File: src/rtl/mcm_pack_multi.sv
// MCM packer: reads bytes from MCM RAM after the coordinator is done and a start
// edge appears on the group-memory busy line, packs them into orbit words and
// writes them to the group distributor on a strided per-stream address map.
module mcm_pack_multi #(
    parameter int BYTE_W           = 8,
    parameter int WORD_W           = 12,
    parameter int RD_AW            = 8,
    parameter int WR_AW            = 10,
    parameter int RD_LAT           = 3,
    parameter int WORDS_PER_STREAM = 16,
    parameter int NUM_STREAMS      = 4,
    parameter int ADDR_STRIDE      = 32,
    parameter int STREAM_OFFSET    = 8,
    parameter int START_EDGE       = 1
) (
    input  logic              clk,
    input  logic              reset,
    input  logic              iDone,
    input  logic              iMode,
    input  logic [BYTE_W-1:0] iData,
    output logic [RD_AW-1:0]  oRdAddr,
    output logic              oRdEn,
    input  logic              iBusy,
    output logic [WORD_W-1:0] oData,
    output logic [WR_AW-1:0]  oAddr,
    output logic              oWren,
    output logic              oBusy,
    output logic              oFrameDone,
    output logic              oErr
);

    localparam int KW = (WORDS_PER_STREAM > 1) ? $clog2(WORDS_PER_STREAM) : 1;
    localparam int SW = (NUM_STREAMS > 1) ? $clog2(NUM_STREAMS) : 1;

    localparam logic [KW-1:0]    K_LAST  = KW'(WORDS_PER_STREAM - 1);
    localparam logic [KW-1:0]    K_ONE   = KW'(1);
    localparam logic [SW-1:0]    S_LAST  = SW'(NUM_STREAMS - 1);
    localparam logic [SW-1:0]    S_ONE   = SW'(1);
    localparam logic [2:0]       LAT     = 3'(RD_LAT);
    localparam logic [RD_AW-1:0] RD_ONE  = RD_AW'(1);
    localparam logic [WR_AW-1:0] STRIDE  = WR_AW'(ADDR_STRIDE);
    localparam logic [WR_AW-1:0] OFFSET  = WR_AW'(STREAM_OFFSET);

    typedef enum logic [2:0] {
        IDLE    = 3'd0,
        WAITMEM = 3'd1,
        RD      = 3'd2,
        CAP     = 3'd3,
        WR      = 3'd4,
        NEXT    = 3'd5,
        DONE    = 3'd6
    } stateT;

    stateT              stateR, stateN;
    logic [2:0]         syncR;
    logic               startEdge;
    logic               modeR, modeN;
    logic [RD_AW-1:0]   rdAddrR, rdAddrN;
    logic               rdEnR, rdEnN;
    logic [2:0]         latCntR, latCntN;
    logic [2:0]         byteCntR, byteCntN;
    logic [1:0]         grpIdxR, grpIdxN;
    logic [BYTE_W-1:0]  bufR [4];
    logic [BYTE_W-1:0]  bufN [4];
    logic [WORD_W-1:0]  wordBufR [4];
    logic [WORD_W-1:0]  wordBufN [4];
    logic [KW-1:0]      kR, kN;
    logic [SW-1:0]      sR, sN;
    logic [WR_AW-1:0]   baseR, baseN;
    logic [WR_AW-1:0]   addrR, addrN;
    logic [WORD_W-1:0]  dataR, dataN;
    logic               wrenR, wrenN;
    logic               busyR, busyN;
    logic               frameDoneR, frameDoneN;
    logic               errR, errN;

    // Byte in the MSBs, zero-filled LSBs.
    function automatic logic [WORD_W-1:0] packZero(input logic [BYTE_W-1:0] b);
        logic [WORD_W-1:0] w;
        w = '0;
        w[WORD_W-1 -: BYTE_W] = b;
        return w;
    endfunction

    // Byte in the MSBs, two tail bits in the LSBs, middle bits zero.
    function automatic logic [WORD_W-1:0] packTail(input logic [BYTE_W-1:0] b,
                                                   input logic [1:0] t);
        logic [WORD_W-1:0] w;
        w = '0;
        w[WORD_W-1 -: BYTE_W] = b;
        w[1:0] = t;
        return w;
    endfunction

    // Three-stage synchroniser for the asynchronous busy line.
    always_ff @(posedge clk or negedge reset) begin
        if (!reset) begin
            syncR <= 3'b000;
        end else begin
            syncR <= {syncR[1:0], iBusy};
        end
    end

    // Start-edge detection on the synchronised busy line.
    always_comb begin
        startEdge = 1'b0;
        if (START_EDGE != 0) begin
            startEdge = syncR[1] & ~syncR[2];
        end else begin
            startEdge = ~syncR[1] & syncR[2];
        end
    end

    // Next-state and next-output computation.
    always_comb begin
        stateN     = stateR;
        modeN      = modeR;
        rdAddrN    = rdAddrR;
        latCntN    = latCntR;
        byteCntN   = byteCntR;
        grpIdxN    = grpIdxR;
        bufN       = bufR;
        wordBufN   = wordBufR;
        kN         = kR;
        sN         = sR;
        baseN      = baseR;
        addrN      = addrR;
        dataN      = dataR;
        busyN      = busyR;
        frameDoneN = 1'b0;
        errN       = errR | (startEdge & busyR);

        case (stateR)
            IDLE: begin
                if (iDone) begin
                    modeN    = iMode;
                    rdAddrN  = '0;
                    errN     = 1'b0;
                    kN       = '0;
                    sN       = '0;
                    baseN    = '0;
                    addrN    = '0;
                    byteCntN = 3'd0;
                    grpIdxN  = 2'd0;
                    stateN   = WAITMEM;
                end else begin
                    stateN = IDLE;
                end
            end
            WAITMEM: begin
                if (!iDone) begin
                    stateN = IDLE;
                end else if (startEdge) begin
                    busyN  = 1'b1;
                    stateN = RD;
                end else begin
                    stateN = WAITMEM;
                end
            end
            RD: begin
                latCntN = 3'd1;
                stateN  = CAP;
            end
            CAP: begin
                if (latCntR == LAT) begin
                    rdAddrN = rdAddrR + RD_ONE;
                    if (!modeR) begin
                        dataN  = packZero(iData);
                        stateN = WR;
                    end else if (byteCntR != 3'd4) begin
                        bufN[byteCntR[1:0]] = iData;
                        byteCntN = byteCntR + 3'd1;
                        stateN   = RD;
                    end else begin
                        // Tail byte: bits [2j+1:2j] belong to word j of the group.
                        for (int j = 0; j < 4; j++) begin
                            wordBufN[j] = packTail(bufR[j], iData[2*j +: 2]);
                        end
                        dataN    = packTail(bufR[0], iData[1:0]);
                        byteCntN = 3'd0;
                        grpIdxN  = 2'd0;
                        stateN   = WR;
                    end
                end else begin
                    latCntN = latCntR + 3'd1;
                    stateN  = CAP;
                end
            end
            WR: begin
                stateN = NEXT;
            end
            NEXT: begin
                if (kR != K_LAST) begin
                    kN    = kR + K_ONE;
                    addrN = addrR + STRIDE;
                end else begin
                    kN    = '0;
                    sN    = sR + S_ONE;
                    baseN = baseR + OFFSET;
                    addrN = baseR + OFFSET;
                end
                if ((kR == K_LAST) && (sR == S_LAST)) begin
                    busyN      = 1'b0;
                    frameDoneN = 1'b1;
                    stateN     = DONE;
                end else if (modeR && (grpIdxR != 2'd3)) begin
                    grpIdxN = grpIdxR + 2'd1;
                    dataN   = wordBufR[grpIdxR + 2'd1];
                    stateN  = WR;
                end else begin
                    stateN = RD;
                end
            end
            DONE: begin
                if (!iDone) begin
                    stateN = IDLE;
                end else begin
                    stateN = DONE;
                end
            end
            default: begin
                stateN = IDLE;
            end
        endcase

        rdEnN = (stateN == RD);
        wrenN = (stateN == WR);
    end

    // State and registered outputs.
    always_ff @(posedge clk or negedge reset) begin
        if (!reset) begin
            stateR     <= IDLE;
            modeR      <= 1'b0;
            rdAddrR    <= '0;
            rdEnR      <= 1'b0;
            latCntR    <= 3'd0;
            byteCntR   <= 3'd0;
            grpIdxR    <= 2'd0;
            kR         <= '0;
            sR         <= '0;
            baseR      <= '0;
            addrR      <= '0;
            dataR      <= '0;
            wrenR      <= 1'b0;
            busyR      <= 1'b0;
            frameDoneR <= 1'b0;
            errR       <= 1'b0;
            for (int j = 0; j < 4; j++) begin
                bufR[j]     <= '0;
                wordBufR[j] <= '0;
            end
        end else begin
            stateR     <= stateN;
            modeR      <= modeN;
            rdAddrR    <= rdAddrN;
            rdEnR      <= rdEnN;
            latCntR    <= latCntN;
            byteCntR   <= byteCntN;
            grpIdxR    <= grpIdxN;
            kR         <= kN;
            sR         <= sN;
            baseR      <= baseN;
            addrR      <= addrN;
            dataR      <= dataN;
            wrenR      <= wrenN;
            busyR      <= busyN;
            frameDoneR <= frameDoneN;
            errR       <= errN;
            for (int j = 0; j < 4; j++) begin
                bufR[j]     <= bufN[j];
                wordBufR[j] <= wordBufN[j];
            end
        end
    end

    assign oRdAddr    = rdAddrR;
    assign oRdEn      = rdEnR;
    assign oData      = dataR;
    assign oAddr      = addrR;
    assign oWren      = wrenR;
    assign oBusy      = busyR;
    assign oFrameDone = frameDoneR;
    assign oErr       = errR;

endmodule
File: config.mk
export PLATFORM = sky130hd
export DESIGN_NAME = mcm_pack_multi
export DESIGN_NICKNAME = d
export VERILOG_FILES = /design/src/rtl/mcm_pack_multi.sv
export SDC_FILE = /design/constraint.sdc
export NUM_CORES = 1
export LEC_CHECK = 0
export ABC_AREA = 1
export BUFFER_PORTS_ARGS = -buffer_cell sky130_fd_sc_hd__buf_2
export CAP_MARGIN = 20
export CELL_PAD_IN_SITES_DETAIL_PLACEMENT = 0
export CELL_PAD_IN_SITES_GLOBAL_PLACEMENT = 1
export CORE_AREA = 2 2 156 158
export CTS_CLUSTER_DIAMETER = 50
export DETAILED_ROUTE_END_ITERATION = 6
export DIE_AREA = 0 0 158 160
export PLACE_DENSITY = 0.54
export SYNTH_ARGS = -nofsm -noshare
export SYNTH_HDL_FRONTEND = slang
export SYNTH_SLANG_ARGS = --single-unit
File: constraint.sdc
create_clock -name clk -period 1.9 [get_ports clk]
set_input_delay 0.57 -clock clk [delete_from_list [all_inputs] [get_ports clk]]
set_output_delay 0.57 -clock clk [all_outputs]
set_load 0.02 [all_outputs]
==> flow_summary.toml, run 1 <==
[grt]
grt_usage_pct = 13.4
grt_pass1_wl_mm = 26.0
grt_overflow = 0
antenna_found_initial = 0
grt_max_degree = 38
grt_pass1_vias = 4737

[synthesis]
yosysWarnings = 0
ys.flop_type = "dfrtp_1"
synth_top_area_share_pct = 54.1
yosysTopAreaCell = "dfrtp_1"
synthCells = 684
synthArstFlopShare_pct = 100
ys_ff_latch = 131
synth-edff-count = 0
avgSynthCellArea_um2 = 8.86
yosys-top-cells-area = "dfrtp_1, nand2_1, nand3_1, o21ai_1, mux2_1"
yosysMostFrequentCell = "nand2_1"
netlist_area_um2 = 6060
synth.distinct_cells = 29
ys_seq_area_share_pct = 54.1
synthTopCellsByCount = "nand2_1, dfrtp_1, nand3_1"

[run_status]
status = "finished, final reports clean"

[finish]
nNetsFinal = 770
regArea_um2 = 3280
layout-drive-gt1-share_pct = 17.3
antenna_cells = 0
fin_area_um2 = 7390
synthToLayoutAreaGrowth_pct = 22.0
multiInputGateArea_um2 = 2410
fillCellCount = 2584

[floorplan]
coreArea_um2 = 23800
dieHeight_um = 160
start_util_pct = 25.4
fp-row-count = 57
dieArea_um2 = 25300
num_io_pins = 48
die_x_um = 158

[setup_path]
r2r-start = "latCntR[0]"
arrival_ns = 2.04
crit_fanout = 37
startpoint_type = "flop"
reg2reg_slack_ns = 0.16
worst-setup-path-type = "flop to flop"
r2r_cells = 7
rr_endpoint = "wordBufR[29]"
crit_path_end_kind = "flop"
crit_required_ns = 2.20

[place]
place_area_um2 = 6790
hpwl_mm = 10.7
gp_congestion = 0.733
port_buffers = 45

[pwr]
leakagePower_nw = 3.78
finalPower_mw = 8.67
p_per_area_nw_per_um2 = 1170
irDropWorstVdd_mv = 0.691

[clock_network]
cts_root_buf = "clkbuf_16"
insertion_delay_ns = 0.42
ctsLongestPathBuffers = 2
cts_made_buffers = 17
clock-sinks = 131
clk_pin_slew_ns = 0.06
hold_buffers = 0
cts-htree-levels = 4
cts_tree = "done"

[sta]
finalHoldViolCount = 0
rsz0062_at_grt = "no"
holdWs_ns = 0.0703
period_needed_ns = 1.74
fin_skew_ns = 0.0118
tns_ns = 0
fin_crit_sh_pct = 91.4
setup_viol = 0
slew_violations = 0
fmax_mhz = 576

[drt]
routed_wl_mm = 15.6
drt-initial-drc-count = 229
vias_per_cell = 4.25
antenna_left = 0
dr.pass1.iters = 4
avgRoutedWirePerCell_um = 14.4
vias = 4602
drc = 0

[min_path]
min_path_type = "input port to async pin"

[run]
maxCapViolCount = 0
## how the worst max path moves through the flow
| stage | from | to | slack (ns) | cells after the start |
|---|---|---|---|---|
| final | latCntR[0] | wordBufR[29] | 0.16 | 7 |
| after global routing | latCntR[0] | oRdAddr[7] | 0.02 | 10 |
| after CTS | byteCntR[0] | bufR[17] | 0.12 | 9 |
| after detailed placement | byteCntR[0] | bufR[9] | 0.13 | 9 |
| after global placement | iDone | baseR[7] | 0.13 | 6 |
| after floorplan | byteCntR[0] | bufR[14] | 0.13 | 9 |
## state kept, by name, summed over array words and instances, names as in the netlist, 4 cells and up
signal,cells
baseR,7
kR,4
bufR,32
oAddr,8
wordBufR,40
oData,10
oRdAddr,8
## per-layer routing
layer	part of all wire, %	track usage (%)	wire length (um)	vias to the layer above
met2	49	22.0	7640	62
li1	-	-	-	2349
met1	48	17.9	7430	2181
met4	0.88	3.77	138	0
met3	2.5	2.74	389	10
met5	0	0	0	-
## stage by stage
step / utilization [%] / std cells / setup WS [ns]
after floorplan: - / 685 / 0.133
after global placement: 28.5 / 1050 / 0.134
after detailed placement: 28.5 / 1050 / 0.126
after CTS: 31.0 / 1082 / 0.122
after global routing: 31.0 / 1082 / 0.0153
final: 31.0 / 1082 / 0.164
## cell families (layout without fill, tap and decap cells)
kind of cell	count (synthesis)	after routing	synth area share [%]
simple gates	324	324	22.7
flops	131	131	54.1
compound gates	97	97	8.69
buf+inv	87	160	6.38
mux	24	24	4.46
fa+ha+maj	12	12	2.48
xor+xnor	8	8	1.16
other cells	1	2	0.0619
## critical path, stage by stage, from the launching register on
cell and delay (ns):
dfrtp_1 0.40, ha_1 0.20, ha_1 0.23, nand2_1 0.08, nor2_1 0.04, nand2_2 0.09
buf_12 0.22, mux2_1 0.35
## timing repair
item | CTS | global route
gates resized for setup | 0 | 3
setup buffers | 0 | 0
endpoints found under the setup margin | 0 | 34
## area by class of cell
cell class	instances	share of cell area, %
clock buffer	17	5.75
clock inverter	15	2.32
inverter	58	2.94
multi-input combinational	467	32.6
sequential	131	44.3
tap	324	5.48
timing repair buffer	70	6.57
## cell usage in the layout, fill, tap and decap left out, drive strengths merged, types with 2 or more instances in the layout
master and n:
xor2 7, bufinv 2, inv 63, o211ai 2, o21ai 85, buf 70
or2 4, a21oi 3, dfrtp 131, o22ai 4, nand4 7, conb 2
nand2 218, o21bai 2, clkbuf 17, ha 12, nor2 28, nand3 66
mux2 24, clkinv 7
## report_power, final
part | internal [mW] | leakage, nW | switching, mW | total (mW)
sequential | 3.12 | 1.58 | 0.233 | 3.35
combinational | 0.636 | 1.91 | 1.36 | 1.99
clock | 1.97 | 0.291 | 1.36 | 3.32
total | 5.72 | 3.78 | 2.95 | 8.67
Power figures use the tool's default switching activity.
==> run 2: changes to the inputs <==
==> config.mk (replaced) <==
export PLATFORM = sky130hd
export DESIGN_NAME = mcm_pack_multi
export DESIGN_NICKNAME = d
export VERILOG_FILES = /design/src/rtl/mcm_pack_multi.sv
export SDC_FILE = /design/constraint.sdc
export NUM_CORES = 1
export LEC_CHECK = 0
export ABC_AREA = 0
export BUFFER_PORTS_ARGS = -buffer_cell sky130_fd_sc_hd__buf_2
export CAP_MARGIN = 20
export CELL_PAD_IN_SITES_DETAIL_PLACEMENT = 0
export CELL_PAD_IN_SITES_GLOBAL_PLACEMENT = 1
export CORE_AREA = 2 2 158 160
export CTS_CLUSTER_DIAMETER = 50
export DETAILED_ROUTE_END_ITERATION = 6
export DIE_AREA = 0 0 160 162
export PLACE_DENSITY = 0.51
export SYNTH_ARGS = -nofsm -noshare
export SYNTH_HDL_FRONTEND = slang
export SYNTH_SLANG_ARGS = --single-unit
==> constraint.sdc (replaced) <==
create_clock -name clk -period 1.9 [get_ports clk]
set_input_delay 0.475 -clock clk [delete_from_list [all_inputs] [get_ports clk]]
set_output_delay 0.475 -clock clk [all_outputs]
set_load 0.02 [all_outputs]
==> flow_summary.toml, run 2 <==
[run_status]
status = "complete, but fails checks"
violations = "negative setup slack"

[floorplan]
dieArea_um2 = 25900
start_util_pct = 25.6
coreArea_um2 = 24100
num_io_pins = 48
dieHeight_um = 162
fp-row-count = 57
die_x_um = 160

[setup_path]
startpoint_type = "flop"
cpMostUsedCell = "ha_4"
crit_path_end_kind = "flop"
crit_fanout = 6
rr_endpoint = "oData[9]"
cp_cell_sequence = "ha_4, ha_4, and4b_2, a22oi_2, a211oi_2, buf_4, buf_12, mux2_4"
crit_required_ns = 2.21
crit_slowest_cell = "dfrtp_1"
crit_family = "flip-flops"
path_buf_inv = 2
reg2reg_slack_ns = -0.15
worst-setup-path-type = "flop to flop"
cp_slowest_stage_delay_ns = 0.40
r2r_cells = 8
r2r-start = "latCntR[1]"
arrival_ns = 2.35

[synthesis]
synth-xor-area-share_pct = 1.56
ys_ff_latch = 131
yosysWarnings = 0
synthArstFlopShare_pct = 100
yosysMostFrequentCell = "dfrtp_1"
yosysTopAreaCell = "dfrtp_1"
synth-edff-count = 0
synthTopCellsByCount = "dfrtp_1, mux2_2, nand2_1"
yosys-top-cells-area = "dfrtp_1, mux2_2, mux2_4, mux4_2, o21ai_0"
ys_seq_area_share_pct = 53.2
synthAdderAreaFrac_pct = 2.43
synth_top_family_by_area = "multiplexers"
synthCells = 474
synthSimpleGateAreaFrac_pct = 10.0
synth_top_area_share_pct = 53.2
netlist_area_um2 = 6170
synth.mux.area_fraction_pct = 22.9
synth.distinct_cells = 54
ys.flop_type = "dfrtp_1"
avgSynthCellArea_um2 = 13.0
synth-compound-area-share_pct = 7.00

[pwr]
leakagePower_nw = 4.06
p_per_area_nw_per_um2 = 1230
p_sw_mw = 3.37
power_frac_comb_pct = 32.3
irDropWorstVdd_mv = 0.549
intPower_mw = 7.09
pwr-share-seq_pct = 35.3
clkPwrFrac_pct = 32.4
swShare_pct = 32.2

[clock_network]
cts-htree-levels = 4
cts_made_buffers = 17
ctsLongestPathBuffers = 2
cts_root_buf = "clkbuf_16"
cts_tree = "done"
clk_pin_slew_ns = 0.06
clock-sinks = 131
insertion_delay_ns = 0.42

[finish]
antenna_cells = 0
fillCellCount = 2393
synthToLayoutAreaGrowth_pct = 37.4
regArea_um2 = 3280
layout-drive-gt1-share_pct = 47.8
regMostFlops = "wordBufR"
fin_area_um2 = 8470
multiInputGateArea_um2 = 3060
nNetsFinal = 626
final_cells = 937
layout_common_cells = "dfrtp_1, mux2_4, buf_4, buf_2, nand2_1"
largest_reg_flops = 40
final_common_cell = "dfrtp_1"

[drt]
drc = 0
dr.pass1.iters = 4
avgRoutedWirePerCell_um = 17.2
vias = 4110
vias_per_cell = 4.39
antenna_left = 0
drt-initial-drc-count = 181
routed_wl_mm = 16.1

[run]
maxCapViolCount = 0

[min_path]
holdCritStartpoint = "iBusy"
min_path_type = "input port to flop"
holdPathStages = 1
min_to = "syncR[0]"

[sta]
worst_slack_ns = -0.147
slew_violations = 0
rsz0062_at_grt = "yes"
fin_skew_ns = 0.00702
fin_crit_sh_pct = 108
finalHoldViolCount = 0
fmax_mhz = 488
period_needed_ns = 2.05
setup_viol = 84
holdWs_ns = 0.169

[grt]
antenna_found_initial = 0
grt_pass1_vias = 4320
grt_usage_pct = 12.3
grt_max_degree = 43
grt_pass1_wl_mm = 24.6
grt_overflow = 0

[place]
place_ws_ns = -0.251
hpwl_mm = 10.1
dp_cells = 880
port_buffers = 45
gp_congestion = 0.731
place_area_um2 = 7220
## run 2: changes by cell type after synthesis, sizes merged, moves of 11 or more
cell,change
inv,-49
mux2,+61
mux2i,+11
nand2,-173
nand3,-54
o21ai,-49
## run 2: repair_timing
action	4_1_cts	5_1_grt
hold buffers	1	0
cloned	2	8
buffers inserted	6	9
pin swaps	10	5
resized for setup	22	69
setup endpoints to repair	96	95
endpoints found under the hold margin	9	0
## run 2: worst max-delay path by stage
stage / from / end / slack [ns] / depth (start not counted)
3_5_place_dp: latCntR[0] / oData[9] / -0.25 / 7
3_3_place_gp: iDone / oData[8] / -0.23 / 7
2_1_floorplan: latCntR[1] / grpIdxR[0] / -0.09 / 8
5_1_grt: latCntR[1] / oData[4] / -0.21 / 8
4_1_cts: latCntR[0] / oData[5] / -0.15 / 10
6_report: latCntR[1] / oData[9] / -0.15 / 8
## run 2: layer usage
| metal | GRT usage [%] | share of wire, % | vias to the layer above |
|---|---|---|---|
| met4 | 3.81 | 1.2 | 0 |
| met5 | 0 | 0 | - |
| met2 | 20.0 | 48 | 57 |
| met1 | 16.3 | 48 | 2083 |
| li1 | - | - | 1950 |
| met3 | 3.06 | 3.1 | 20 |
## run 2: stage by stage
stage	total power [mW]	util [%]	TNS, ns
after global routing	11.0	35.2	-12.63
after floorplan	5.45	-	-2.38
final	10.5	35.2	-7.86
after CTS	10.4	33.1	-7.81
after detailed placement	6.76	30.0	-15.57
after global placement	6.71	30.0	-12.30
## run 2: layout make-up
class	instances	area share, %
timing repair buffer	130	13.0
multi-input combinational	312	36.1
clock inverter	12	1.83
sequential	131	38.7
inverter	9	0.399
clock buffer	19	5.23
tap	324	4.78
## run 2: kinds of logic (layout without fill, tap and decap cells)
family                     after synthesis  count (layout)
AOI/OAI and AO/OA                       67              67
buffers and inverters                   34             170
xor gates and xnor gates                11              11
muxes                                  106             106
DFF                                    131             131
adders and majority gates               12              12
other                                    1               2
and+or+nand+nor                        112             114
## run 2: power by group through the flow
| stage | Clock [mW] | Combinational, mW | Sequential (mW) |
|---|---|---|---|
| final | 3.39 | 3.38 | 3.69 |
| after global routing | 3.60 | 3.69 | 3.75 |
| after CTS | 3.45 | 3.24 | 3.67 |
| after detailed placement | 0 | 3.05 | 3.71 |
| after global placement | 0 | 3.00 | 3.71 |
| after floorplan | 0 | 1.60 | 3.84 |
==> run 3: changes to the inputs <==
--- a/config.mk
+++ b/config.mk
@@ -10,11 +10,12 @@
 export CAP_MARGIN = 20
 export CELL_PAD_IN_SITES_DETAIL_PLACEMENT = 0
 export CELL_PAD_IN_SITES_GLOBAL_PLACEMENT = 1
-export CORE_AREA = 2 2 158 160
+export CORE_AREA = 2 2 129 194
 export CTS_CLUSTER_DIAMETER = 50
 export DETAILED_ROUTE_END_ITERATION = 6
-export DIE_AREA = 0 0 160 162
-export PLACE_DENSITY = 0.51
+export DIE_AREA = 0 0 131 196
+export HOLD_SLACK_MARGIN = 0.02
+export PLACE_DENSITY = 0.53
 export SYNTH_ARGS = -nofsm -noshare
 export SYNTH_HDL_FRONTEND = slang
 export SYNTH_SLANG_ARGS = --single-unit
==> constraint.sdc (replaced) <==
create_clock -name clk -period 1.7 [get_ports clk]
set_input_delay 0.425 -clock clk [delete_from_list [all_inputs] [get_ports clk]]
set_output_delay 0.425 -clock clk [all_outputs]
set_load 0.02 [all_outputs]
==> flow_summary.toml, run 3 (synthesis results as in run 2) <==
[finish]
nNetsFinal = 635
fillCellCount = 2322
layout_common_cells = "dfrtp_1, mux2_4, buf_4, buf_2, nand2_1"
synthToLayoutAreaGrowth_pct = 40.7
largest_reg_flops = 40
final_common_cell = "dfrtp_1"
multiInputGateArea_um2 = 3140
finish.utilization_pct = 36.0
antenna_cells = 0
final_cells = 947
layout-drive-gt1-share_pct = 51.5
regMostFlops = "wordBufR"
regArea_um2 = 3280

[sta]
setup_viol = 94
slew_violations = 0
rsz0062_at_grt = "yes"
fin_skew_ns = 0.0113
fmax_mhz = 477
worst_slack_ns = -0.395
finalHoldViolCount = 0
period_needed_ns = 2.10
fin_crit_sh_pct = 123

[run_status]
violations = "negative setup slack"
status = "complete, but fails checks"

[pwr]
swShare_pct = 33.0
irDropWorstVdd_mv = 0.736
intPower_mw = 7.83
p_per_area_nw_per_um2 = 1350
p_sw_mw = 3.86
leakagePower_nw = 4.10
finalPower_mw = 11.7
clkPwrFrac_pct = 30.5
pwr-share-seq_pct = 35.2
power_frac_comb_pct = 34.2

[place]
hpwl_mm = 9.89
gp_congestion = 0.825
port_buffers = 45
dp_cells = 875

[run]
maxCapViolCount = 0

[setup_path]
arrival_ns = 2.40
startpoint_type = "flop"
crit_required_ns = 2.01
worst-setup-path-type = "flop to flop"
crit_fanout = 6
crit_path_end_kind = "flop"

[grt]
grt_overflow = 0
grt_pass1_vias = 4500
antenna_found_initial = 0
grt_max_degree = 47
grt_usage_pct = 12.8
grt_pass1_wl_mm = 24.9

[floorplan]
fp-row-count = 70
coreArea_um2 = 24100
start_util_pct = 25.6
num_io_pins = 48
dieHeight_um = 196
die_x_um = 131
dieArea_um2 = 25700

[clock_network]
clock-sinks = 131
cts-htree-levels = 4
insertion_delay_ns = 0.42
ctsLongestPathBuffers = 2
clk_pin_slew_ns = 0.06
cts_tree = "done"
cts_made_buffers = 17
cts_root_buf = "clkbuf_16"

[min_path]
min_path_type = "input port to flop"

[drt]
met3_length_um = 424
drc = 0
drt-initial-drc-count = 182
drt-met1-wl_mm = 6.96
vias = 4221
wl_met2_mm = 8.51
routed_wl_mm = 16.4
antenna_left = 0
dr.pass1.iters = 4
top_layer = "met4"
vias_per_cell = 4.46
avgRoutedWirePerCell_um = 17.3
==> run 3: changes by cell type in the layout (fill, tap and decap cells not counted), sizes merged <==
cell / before / now
buf: 125 / 133
bufinv: 3 / 1
clkinvlp: 2 / 4
inv: 11 / 13
and4: 3 / 2
clkbuf: 23 / 24
clkinv: 5 / 4
or2: 1 / 2
==> run 3: cell type report <==
class,count,area share [%]
tap,324,4.67
clock inverter,13,1.41
timing repair buffer,139,14.3
inverter,9,0.389
multi-input combinational,312,36.2
clock buffer,19,5.22
sequential,131,37.8
==> run 3: worst max-delay path, stage by stage, from the launching register on <==
cell,delay (ns)
dfrtp_1,0.39
ha_2,0.21
ha_4,0.18
buf_4,0.13
buf_6,0.11
nand2_2,0.06
o21ai_2,0.05
a21oi_2,0.21
a211oi_2,0.05
buf_4,0.16
buf_12,0.14
mux2_4,0.29
==> run 3: what timing repair did <==
action	CTS	global route
hold endpoints to repair	27	0
resized for setup	56	87
pin swaps	6	16
cloned	2	8
buffers inserted	16	17
hold buffers	1	0
setup endpoints to repair	114	106
==> run 3: worst paths after layout <==
path / start / to / slack, ns / depth (start not counted)
setup / recovery: latCntR[0] / oData[8] / -0.40 / 11
hold / removal: iBusy / syncR[0] / 0.12 / 1
setup reg to reg: latCntR[0] / oData[8] / -0.40 / 11
hold reg to reg: syncR[0] / syncR[1] / 0.36 / 0
max in group asynchronous: reset / wordBufR[46] / 0.65 / 3
min in group asynchronous: reset / latCntR[1] / 0.47 / 2
==> run 3: through the flow <==
step / cell area (um2) / worst slack, ns / hold WS, ns / setup TNS, ns
after floorplan: 6210 / -0.287 / 0.129 / -18.14
after global placement: 7190 / -0.392 / 0.348 / -34.27
after detailed placement: 7190 / -0.430 / 0.343 / -37.92
after CTS: 8140 / -0.407 / 0.101 / -26.58
after global routing: 8680 / -0.488 / 0.107 / -34.59
final: 8680 / -0.395 / 0.121 / -28.11
==> run 3: metal layers <==
layer  vias to the layer above  track usage [%]
li1                       1975                -
met1                      2151             15.1
met2                        71             22.0
met3                        24             2.97
met4                         0             5.52
met5                         -                0
==> run 3: power groups by stage <==
stage / registers [mW] / logic, mW / clock network [mW]
3_3_place_gp: 4.13 / 3.26 / 0
4_1_cts: 4.12 / 3.76 / 3.65
3_5_place_dp: 4.15 / 3.32 / 0
2_1_floorplan: 4.29 / 1.80 / 0
5_1_grt: 4.21 / 4.36 / 3.79
6_report: 4.12 / 4.00 / 3.57
